==> src/rtl/clk_div_pkg.sv <==
// Shared constants and helpers for the programmable multi-channel clock divider.
// Latency: n/a (package only).
// Backpressure: n/a (package only).
package clk_div_pkg;

    // Smallest divisor that still yields a square wave (one high, one low cycle).
    localparam int MIN_DIV     = 2;
    localparam int DEF_NUM_CH  = 4;
    localparam int DEF_CNT_W   = 28;
    localparam int DEF_DIV_VAL = 100000000;

    // Channel-select width; never narrower than one bit so a single-channel
    // build still has a legal cfg_ch port.
    function automatic int ch_width(input int n);
        return (n > 1) ? $clog2(n) : 1;
    endfunction

endpackage

==> src/rtl/clk_div_chan.sv <==
// One divider channel: counter, active/shadow divisor, tick and square-wave outputs.
// Latency: tick/div_out registered, one cycle after the counting edge they describe.
// Backpressure: o_pending high while a reload waits for a period boundary; the top
//               refuses further loads for this channel until it drops.
//
// Ports:
//   clk, rst      system clock, synchronous active-high reset
//   i_en          count enable for this channel
//   i_sync        phase-align: restart the period, apply any waiting divisor
//   i_load        accepted, validated divisor request for this channel
//   i_div         requested divisor
//   o_tick        one-cycle pulse once per divisor period
//   o_div_out     divided square wave (high floor(N/2), low ceil(N/2))
//   o_pending     a reload is queued for the next wrap
module clk_div_chan
    import clk_div_pkg::*;
#(
    parameter int CNT_W   = DEF_CNT_W,
    parameter int DEF_DIV = DEF_DIV_VAL
) (
    input  logic             clk,
    input  logic             rst,
    input  logic             i_en,
    input  logic             i_sync,
    input  logic             i_load,
    input  logic [CNT_W-1:0] i_div,
    output logic             o_tick,
    output logic             o_div_out,
    output logic             o_pending
);

    logic [CNT_W-1:0] r_cnt;
    logic [CNT_W-1:0] r_div_act;
    logic [CNT_W-1:0] r_div_shadow;
    logic             r_pending;
    logic             r_tick;
    logic             r_div_out;

    logic             w_last;
    logic [CNT_W-1:0] w_cnt_next;
    logic             w_hi;

    assign w_last     = (r_cnt == (r_div_act - CNT_W'(1)));
    assign w_cnt_next = w_last ? '0 : (r_cnt + CNT_W'(1));
    // High for the last floor(N/2) counts of the period, so the falling edge
    // lines up with the tick (count wraps to zero).
    assign w_hi       = (w_cnt_next >= (r_div_act - (r_div_act >> 1)));

    always_ff @(posedge clk) begin
        if (rst) begin
            r_cnt        <= '0;
            r_div_act    <= CNT_W'(DEF_DIV);
            r_div_shadow <= CNT_W'(DEF_DIV);
            r_pending    <= 1'b0;
            r_tick       <= 1'b0;
            r_div_out    <= 1'b0;
        end else if (i_sync) begin
            // Restart from phase zero; a load on this same edge wins over a
            // queued one since it is the newer request.
            r_cnt     <= '0;
            r_tick    <= 1'b0;
            r_div_out <= 1'b0;
            r_pending <= 1'b0;
            if (i_load) begin
                r_div_act <= i_div;
            end else if (r_pending) begin
                r_div_act <= r_div_shadow;
            end
        end else if (i_load && !i_en) begin
            // Idle channel: no period in flight, so take the divisor at once.
            r_div_act <= i_div;
            r_cnt     <= '0;
            r_tick    <= 1'b0;
            r_div_out <= 1'b0;
        end else begin
            if (i_en) begin
                r_cnt     <= w_cnt_next;
                r_tick    <= w_last;
                r_div_out <= w_hi;
                if (w_last && r_pending) begin
                    r_div_act <= r_div_shadow;
                    r_pending <= 1'b0;
                end
            end else begin
                r_tick <= 1'b0;
            end
            // Loads only arrive while nothing is pending, so this never races
            // the wrap-apply above; a wrap on this edge still uses the old N.
            if (i_load) begin
                r_div_shadow <= i_div;
                r_pending    <= 1'b1;
            end
        end
    end

    assign o_tick    = r_tick;
    assign o_div_out = r_div_out;
    assign o_pending = r_pending;

endmodule

==> src/rtl/clk_div_multi.sv <==
// Multi-channel programmable clock divider with glitch-free divisor reload.
// Latency: tick/div_out one cycle after the counting edge; cfg_err one cycle after accept.
// Backpressure: cfg_ready low only while the addressed channel has a reload queued.
//
// Ports:
//   clk, rst             system clock, synchronous active-high reset
//   en[NUM_CH]           per-channel count enable
//   sync                 phase-align all channels
//   cfg_valid/cfg_ready  divisor request handshake (cfg_ready is combinational)
//   cfg_ch, cfg_div      target channel and requested divisor
//   cfg_err              one-cycle pulse: last accepted request was rejected
//   tick[NUM_CH]         one-cycle enable per divisor period
//   div_out[NUM_CH]      divided square waves
module clk_div_multi
    import clk_div_pkg::*;
#(
    parameter  int NUM_CH  = DEF_NUM_CH,
    parameter  int CNT_W   = DEF_CNT_W,
    parameter  int DEF_DIV = DEF_DIV_VAL,
    localparam int CH_W    = ch_width(NUM_CH)
) (
    input  logic              clk,
    input  logic              rst,
    input  logic [NUM_CH-1:0] en,
    input  logic              sync,
    input  logic              cfg_valid,
    output logic              cfg_ready,
    input  logic [CH_W-1:0]   cfg_ch,
    input  logic [CNT_W-1:0]  cfg_div,
    output logic              cfg_err,
    output logic [NUM_CH-1:0] tick,
    output logic [NUM_CH-1:0] div_out
);

    logic [NUM_CH-1:0] w_sel;
    logic [NUM_CH-1:0] w_pending;
    logic [NUM_CH-1:0] w_load;
    logic              w_ch_ok;
    logic              w_div_ok;
    logic              w_accept;
    logic              w_good;
    logic              r_cfg_err;

    // One-hot channel decode; an out-of-range cfg_ch decodes to all zeros,
    // which makes it both always-ready and a rejected request.
    for (genvar g = 0; g < NUM_CH; g++) begin : g_sel
        assign w_sel[g] = (cfg_ch == CH_W'(g));
    end

    assign w_ch_ok   = |w_sel;
    assign w_div_ok  = (cfg_div >= CNT_W'(MIN_DIV));
    assign cfg_ready = ~|(w_sel & w_pending);
    assign w_accept  = cfg_valid && cfg_ready;
    assign w_good    = w_accept && w_ch_ok && w_div_ok;
    assign w_load    = w_good ? w_sel : '0;

    always_ff @(posedge clk) begin
        if (rst) begin
            r_cfg_err <= 1'b0;
        end else begin
            r_cfg_err <= w_accept && !(w_ch_ok && w_div_ok);
        end
    end

    assign cfg_err = r_cfg_err;

    for (genvar g = 0; g < NUM_CH; g++) begin : g_ch
        clk_div_chan #(
            .CNT_W   (CNT_W),
            .DEF_DIV (DEF_DIV)
        ) u_chan (
            .clk       (clk),
            .rst       (rst),
            .i_en      (en[g]),
            .i_sync    (sync),
            .i_load    (w_load[g]),
            .i_div     (cfg_div),
            .o_tick    (tick[g]),
            .o_div_out (div_out[g]),
            .o_pending (w_pending[g])
        );
    end

endmodule

==> config.mk <==
export PLATFORM = sky130hd
export DESIGN_NAME = clk_div_multi
export DESIGN_NICKNAME = d
export VERILOG_FILES = /design/src/rtl/clk_div_pkg.sv /design/src/rtl/clk_div_chan.sv /design/src/rtl/clk_div_multi.sv
export SDC_FILE = /design/constraint.sdc
export NUM_CORES = 1
export LEC_CHECK = 0
export BUFFER_PORTS_ARGS = -buffer_cell sky130_fd_sc_hd__buf_2
export CAP_MARGIN = 20
export CELL_PAD_IN_SITES_DETAIL_PLACEMENT = 1
export CELL_PAD_IN_SITES_GLOBAL_PLACEMENT = 1
export CORE_MARGIN = 10
export CORE_UTILIZATION = 49
export DETAILED_ROUTE_END_ITERATION = 8
export HOLD_SLACK_MARGIN = 0.15
export PLACE_DENSITY_LB_ADDON = 0.12
export SYNTH_ARGS = -nofsm -noshare
export SYNTH_HDL_FRONTEND = slang
export SYNTH_HIERARCHICAL = 1
export SYNTH_SLANG_ARGS = --single-unit
==> constraint.sdc <==
create_clock -name clk -period 6.3 [get_ports clk]
set_input_delay 0.315 -clock clk [delete_from_list [all_inputs] [get_ports clk]]
set_output_delay 0.315 -clock clk [all_outputs]
set_load 0.02 [all_outputs]
After elaboration in Yosys (flattened, before gate mapping)
Index checks and enable logic that the tools add are counted.
- bits in registers: 349
- input port bits: 38
- output and inout port bits: 10
- logic and storage cells: 163
- add/sub/neg operators: 12
- $lt $le $gt $ge: 5
- equal/unequal tests: 11
- mux-type cells: 41
- bitwise operators: 10
- reductions and logical operators: 59
- operators with widths (operator ; count):
    two-way mux 28 bit ; 28
    adder 28 x 1 -> 28 bit, second input constant ; 4
    equality test 28 bit ; 4
    greater-or-equal comparator 28 bit ; 4
    subtractor 28 x 1 -> 28 bit, second input constant ; 4
    subtractor 28 x 27 -> 28 bit ; 4
    AND reduction 3 bit ; 12
    greater-or-equal comparator 28 x 2 -> 1 bit, second input constant ; 1
    nonzero test 3 bit ; 8
    OR reduction 4 bit ; 6
    nonzero test 2 bit ; 8
    logical AND 1 bit ; 13
    two-way mux 1 bit ; 12
    inequality test 3 x 1 -> 1 bit, second input constant ; 4
    OR reduction 3 bit ; 4
    inverter 1 bit ; 9
    logical NOT 1 bit ; 6
    bitwise AND 4 bit ; 1
    equality test 2 bit, second input constant ; 2
    two-way mux 4 bit ; 1
    equality test 2 x 1 -> 1 bit, second input constant ; 1
    logical NOT 2 bit ; 1
    OR reduction 2 bit ; 1

Depth between registers and ports, before layout
- depth after elaboration: 11
- depth in mapped cells: 23
- depth with buffers taken out: 23

Hierarchy
Netlist, hierarchy kept.
- modules (own cells, without submodules) (module ; times used ; cells an instance ; area each (sq um) ; sequential area each (sq um)):
    clk_div_chan at g_ch[1].u_chan ... ; 2 ; 931 ; 7329.5 ; 1741.7
    clk_div_chan at g_ch[3].u_chan ; 1 ; 959 ; 7581.0 ; 1741.7
    clk_div_chan at g_ch[0].u_chan ; 1 ; 919 ; 7285.7 ; 1741.7
    clk_div_multi ; 1 ; 22 ; 185.2 ; 20.0

Worst setup path before layout
OpenSTA, ideal clock, no wires.
- kind: reg2reg
- from: register g_ch[0].u_chan.r_div_act[2]
- to: register g_ch[0].u_chan.r_div_out
- library setup time: 0.131 ns
- data arrival time: 4.451 ns
- required time: 6.169 ns
- slack: 1.717 ns
- cell stages (with the launch flop): 22
- buffers on the path: 2
- clock period less this slack: 4.583 ns
- cell sequence: dfxtp_1 inv_1 ha_1 nand4_1 or4_1 a222oi_1 nand4_1 nor4_1 and4_1 buf_2 clkbuf_1 or2_2 ha_1 nand2b_1 a21o_1 a21o_1 a211oi_1 o21a_1 a2111oi_0 or4_1 nand2_1 nor3_1
- word-level cells in the longest chain between the ends: 4
- elaborated cells on any way between the ends: 5
- those cells by class: add/sub: 2; order compare: 1; eq/ne: 1; mux: 1
- RTL lines (item ; RTL line ; RTL):
    from (decl) ; clk_div_chan.sv:33 ; logic [CNT_W-1:0] r_div_act;
    from (signal assigned) ; clk_div_chan.sv:52 ; r_div_act <= CNT_W'(DEF_DIV);
    from (signal assigned) ; clk_div_chan.sv:65 ; r_div_act <= i_div;
    from (signal assigned) ; clk_div_chan.sv:67 ; r_div_act <= r_div_shadow;
    subtractor 28 x 1 -> 28 bit ; clk_div_chan.sv:43 ; assign w_last = (r_cnt == (r_div_act - CNT_W'(1)));
    equality test 28 bit ; clk_div_chan.sv:43 ;
    two-way mux 28 bit ; clk_div_chan.sv:44 ; assign w_cnt_next = w_last ? '0 : (r_cnt + CNT_W'(1));
    greater-or-equal comparator 28 bit (*) ; clk_div_chan.sv:47 ; assign w_hi = (w_cnt_next >= (r_div_act - (r_div_act >> 1)));
    to (signal assigned) ; clk_div_chan.sv:79 ; r_div_out <= w_hi;
    to (decl) ; clk_div_chan.sv:37 ; logic r_div_out;
Every way passes the cells marked *; elsewhere a longest branch is shown, timed or not.
A chain may end at the register's enable or synchronous reset.

Worst setup path in the final report
- from: register g_ch[2].u_chan.r_div_act[2]
- to: register g_ch[2].u_chan.r_div_out
- word-level cells in the longest chain between the ends: 4
- elaborated cells on any way between the ends: 5
- those cells by class: add/sub: 2; order compare: 1; eq/ne: 1; mux: 1
- RTL lines (item ; RTL line ; RTL):
    from (decl) ; clk_div_chan.sv:33 ;
    from (signal assigned) ; clk_div_chan.sv:52 ;
    from (signal assigned) ; clk_div_chan.sv:65 ;
    from (signal assigned) ; clk_div_chan.sv:67 ;
    subtractor 28 x 1 -> 28 bit ; clk_div_chan.sv:43 ;
    equality test 28 bit ; clk_div_chan.sv:43 ;
    two-way mux 28 bit ; clk_div_chan.sv:44 ;
    net g_ch[2].u_chan.w_cnt_next[13] ; clk_div_chan.sv:40 ; logic [CNT_W-1:0] w_cnt_next;
    greater-or-equal comparator 28 bit ; clk_div_chan.sv:47 ;
    to (signal assigned) ; clk_div_chan.sv:79 ;
    to (decl) ; clk_div_chan.sv:37 ;
The timed path passes the listed nets, and every way through them passes these cells.

==> out/metrics.cfg <==
[placement]
dp_hpwl_microns=70500
io_buffers=47
routabilityCongestion=0.916

[worst_setup_path]
cp.arrival_ps=6000
r2r_cells=20
r2r_end=g_ch[2].u_chan/o_div_out
crit_path_max_incr_delay_ps=610
cp.required_ps=6750
r2r_slack_ps=750
r2r_start=g_ch[2].u_chan/r_div_act[2]
path_cells=inv_1, ha_1, nand2_1, nor4_1, a31oi_1, xnor2_1, or4_4, nor4b_4, buf_4, nor2_1, ha_1, a21o_1, a21o_1, a21oi_1, o21ai_0, a21o_1, a221oi_1, o21ai_0, a211oi_1, nor3_1
critPathLaunch=g_ch[2].u_chan/r_div_act[2]
cp_max_fo=55
critPathKind=flop to flop
cp-end-kind=flop
cp_common_cell=a21o_1
start_kind=flop
endpoint=g_ch[2].u_chan/o_div_out
worst_path_max_delay_cell=nor4_1

[hold_path]
hold_path.class=primary input to flop

[power_and_ir_drop]
switchingPower_mw=1.70
p_seq_frac=0.386
max-vdd-ir-drop_mv=0.161
power.internal_mw=4.19
p_comb_frac=0.169
power_per_cell_area_mw_per_mm2=183
p_leak_nw=13.9
pwr-share-clk=0.444
swShare=0.289

[floorplanning]
die-area_sq_mm=0.0709
die_w_microns=266
fp-row-count=90
die_h_microns=266
ioPinCount=48
start_util=0.493
coreArea_sq_mm=0.0602

[yosys]
postSynthAreaPerCell_sq_um=7.90
synthCells=3762
synth.area.mux_share=0.0582
ys_types=96
ys_ff_latch=349
synthAdderAreaFrac=0.144
yosys_warnings=6
async_flop_share=0
seq_area_frac_synth=0.235
synth_top_family_by_area=simple AND/OR/NAND/NOR gates
synth_area_sq_mm=0.0297
synth_ff_type=dfxtp_1
synth_edf_count=0
yosys.area_share.simple=0.245
synth_compound_area_frac=0.151
synth_xor_xnor_area_share=0.110
synth_nets=4140

[timing]
final.period_utilization=0.881
hold_ws_ps=188
finalCriticalPeriod_ps=5550
finalSetupViolCount=0
tightest_slew_ps=1060
fmax_mhz=180
finalClockSkew_ps=19.6
finalSetupTns_ps=0
slew_headroom=0.292
report.final.slew_viol_count=0
rsz0062_at_grt=false
hold_violations=0

[route]
wl_per_cell_microns=20.7
dr.pass1.iters=5
met1_length_microns=42100
wl_met2_microns=45800
drc=0
via_count=27000
top_layer=met4
routed_wl_microns=94200
drt_iter0_drc=1507
dr_wl_met3_microns=3580
via_per_inst=5.93
ant_nets=0

[flow_run]
maxCapViolCount=0

[clocking]
post_cts_buffers=0
cts_tree=built
cts_resized=0
clock-sinks=349
insertion_delay_ps=600
cts_buffers=43
clockRootBuffer=clkbuf_16
clk_pin_slew_worst_paths_ps=60
cts.path.max_buffers=3
cts_hold_buf=27
htreeDepth=2

[global_route]
grt_pass1_wl_microns=153000
antenna_found_initial=2
overflow=0
grt_pass1_vias=28400
track_usage=0.262
grt_max_degree=89

[status]
status=completed

[finish]
n_fill_cell=7386
drive_gt1_frac=0.0631
area_growth_pct=8.22
nets=4118

[through the flow]
stage	worst slack (ps)	area, sq um	utilization	total power [mW]	std cells
after floorplan	1720	29700	-	3.02	3762
after global placement	1010	30400	0.504	3.25	4446
after detailed placement	814	30400	0.504	3.29	4446
after CTS	782	32100	0.533	5.94	4551
after global routing	364	32200	0.534	6.15	4557
final	751	32200	0.534	5.89	4557
[cell type report]
| cell class | instances | area, sq um | area share |
|---|---|---|---|
| multi-input combinational | 3021 | 21100 | 0.656 |
| sequential | 349 | 6990 | 0.217 |
| clock buffer | 62 | 1260 | 0.0391 |
| tap | 782 | 978 | 0.0304 |
| inverter | 217 | 815 | 0.0253 |
| timing repair buffer | 108 | 802 | 0.0249 |
| clock inverter | 16 | 208 | 0.00646 |
| antenna | 2 | 5.00 | 0.000156 |
[state kept, by name, summed over array words and instances, names as in the netlist]
name,cells
g_ch.u_chan/r_div_act,112
g_ch.u_chan/o_pending,4
g_ch.u_chan/o_div_out,4
cfg_err,1
g_ch.u_chan/o_tick,4
g_ch.u_chan/r_cnt,112
g_ch.u_chan/r_div_shadow,112
[cell families after synthesis]
family,after synthesis
multiplexers,165
flip-flops,349
AO/OA/AOI/OAI,705
AND/OR/NAND/NOR,1446
buffers and inverters,392
adder cells (fa/ha/maj),340
XOR/XNOR,365
[cell usage in the layout, fill, tap and decap left out, types with 37 or more instances in the layout]
master,count
dfxtp_1,349
clkbuf_16,44
a211oi_1,53
and2_1,41
xor2_1,119
nand4_1,47
nor3_1,118
nand3b_1,94
buf_2,46
nor2_1,360
a31oi_1,46
nand2_1,403
a21o_1,50
and3_1,52
nand3_1,98
o21ai_0,122
nor2b_1,44
or3_1,39
xnor2_1,238
nand2b_1,37
ha_1,336
a21oi_1,248
inv_1,216
mux2i_1,136
[Yosys cell counts, drive strengths merged (9+ instances only)]
library cell / count / area, sq um
a2111oi: 10 / 109
a211o: 9 / 78.8
a211oi: 63 / 523
a21o: 50 / 375
a21oi: 248 / 1240
a221oi: 9 / 78.8
a311oi: 9 / 78.8
a31oi: 46 / 288
and2: 42 / 264
and3: 53 / 333
and4: 26 / 229
buf: 64 / 412
clkbuf: 111 / 438
dfxtp: 349 / 6990
ha: 336 / 4200
inv: 217 / 815
mux2: 28 / 345
mux2i: 136 / 1360
nand2: 403 / 1510
nand2b: 37 / 231
nand3: 100 / 510
nand3b: 94 / 706
nand4: 48 / 315
nor2: 362 / 1370
nor2b: 44 / 275
nor3: 118 / 591
nor3b: 9 / 72.6
nor4: 29 / 203
o211ai: 10 / 75.1
o21a: 13 / 97.6
o21ai: 136 / 692
o21bai: 25 / 188
o31ai: 13 / 97.6
or3: 39 / 244
or4: 19 / 150
xnor2: 239 / 2100
xor2: 122 / 1090
[per-layer routing]
metal,global-route usage,up-vias
met1,0.329,13300
li1,-,13100
met4,0.0829,0
met2,0.457,462
met3,0.0320,148
met5,0,-
[power by group through the flow]
stage                     sequential (mW)  combinational (mW)  clock [mW]
after global placement               2.32               0.929           0
after floorplan                      2.31               0.705           0
after global routing                 2.28                1.10        2.76
after CTS                            2.28               0.988        2.67
final                                2.28               0.997        2.62
after detailed placement             2.33               0.966           0
[critical path, delay by kind of cell (launching register included)]
kind,cells,cell delay (ps)
AO/OA/AOI/OAI,9,1790
adder cells (fa/ha/maj),2,630
buffers and inverters,2,680
XOR/XNOR,1,180
AND/OR/NAND/NOR,6,1770
flip-flops,1,350
[how the worst min path moves through the flow]
| stage | from | to | cells after the start |
|---|---|---|---|
| after global placement | g_ch[1].u_chan/r_div_shadow[1] | g_ch[1].u_chan/r_div_shadow[1] | 2 |
| after detailed placement | g_ch[1].u_chan/r_div_shadow[7] | g_ch[1].u_chan/r_div_shadow[7] | 2 |
| after CTS | cfg_valid | cfg_err | 3 |
| after global routing | cfg_div[14] | g_ch[3].u_chan/r_div_shadow[14] | 3 |
| after floorplan | sync | g_ch[0].u_chan/o_tick | 1 |
| final | cfg_valid | cfg_err | 3 |
Note: power is estimated with default switching activity, not from simulation.
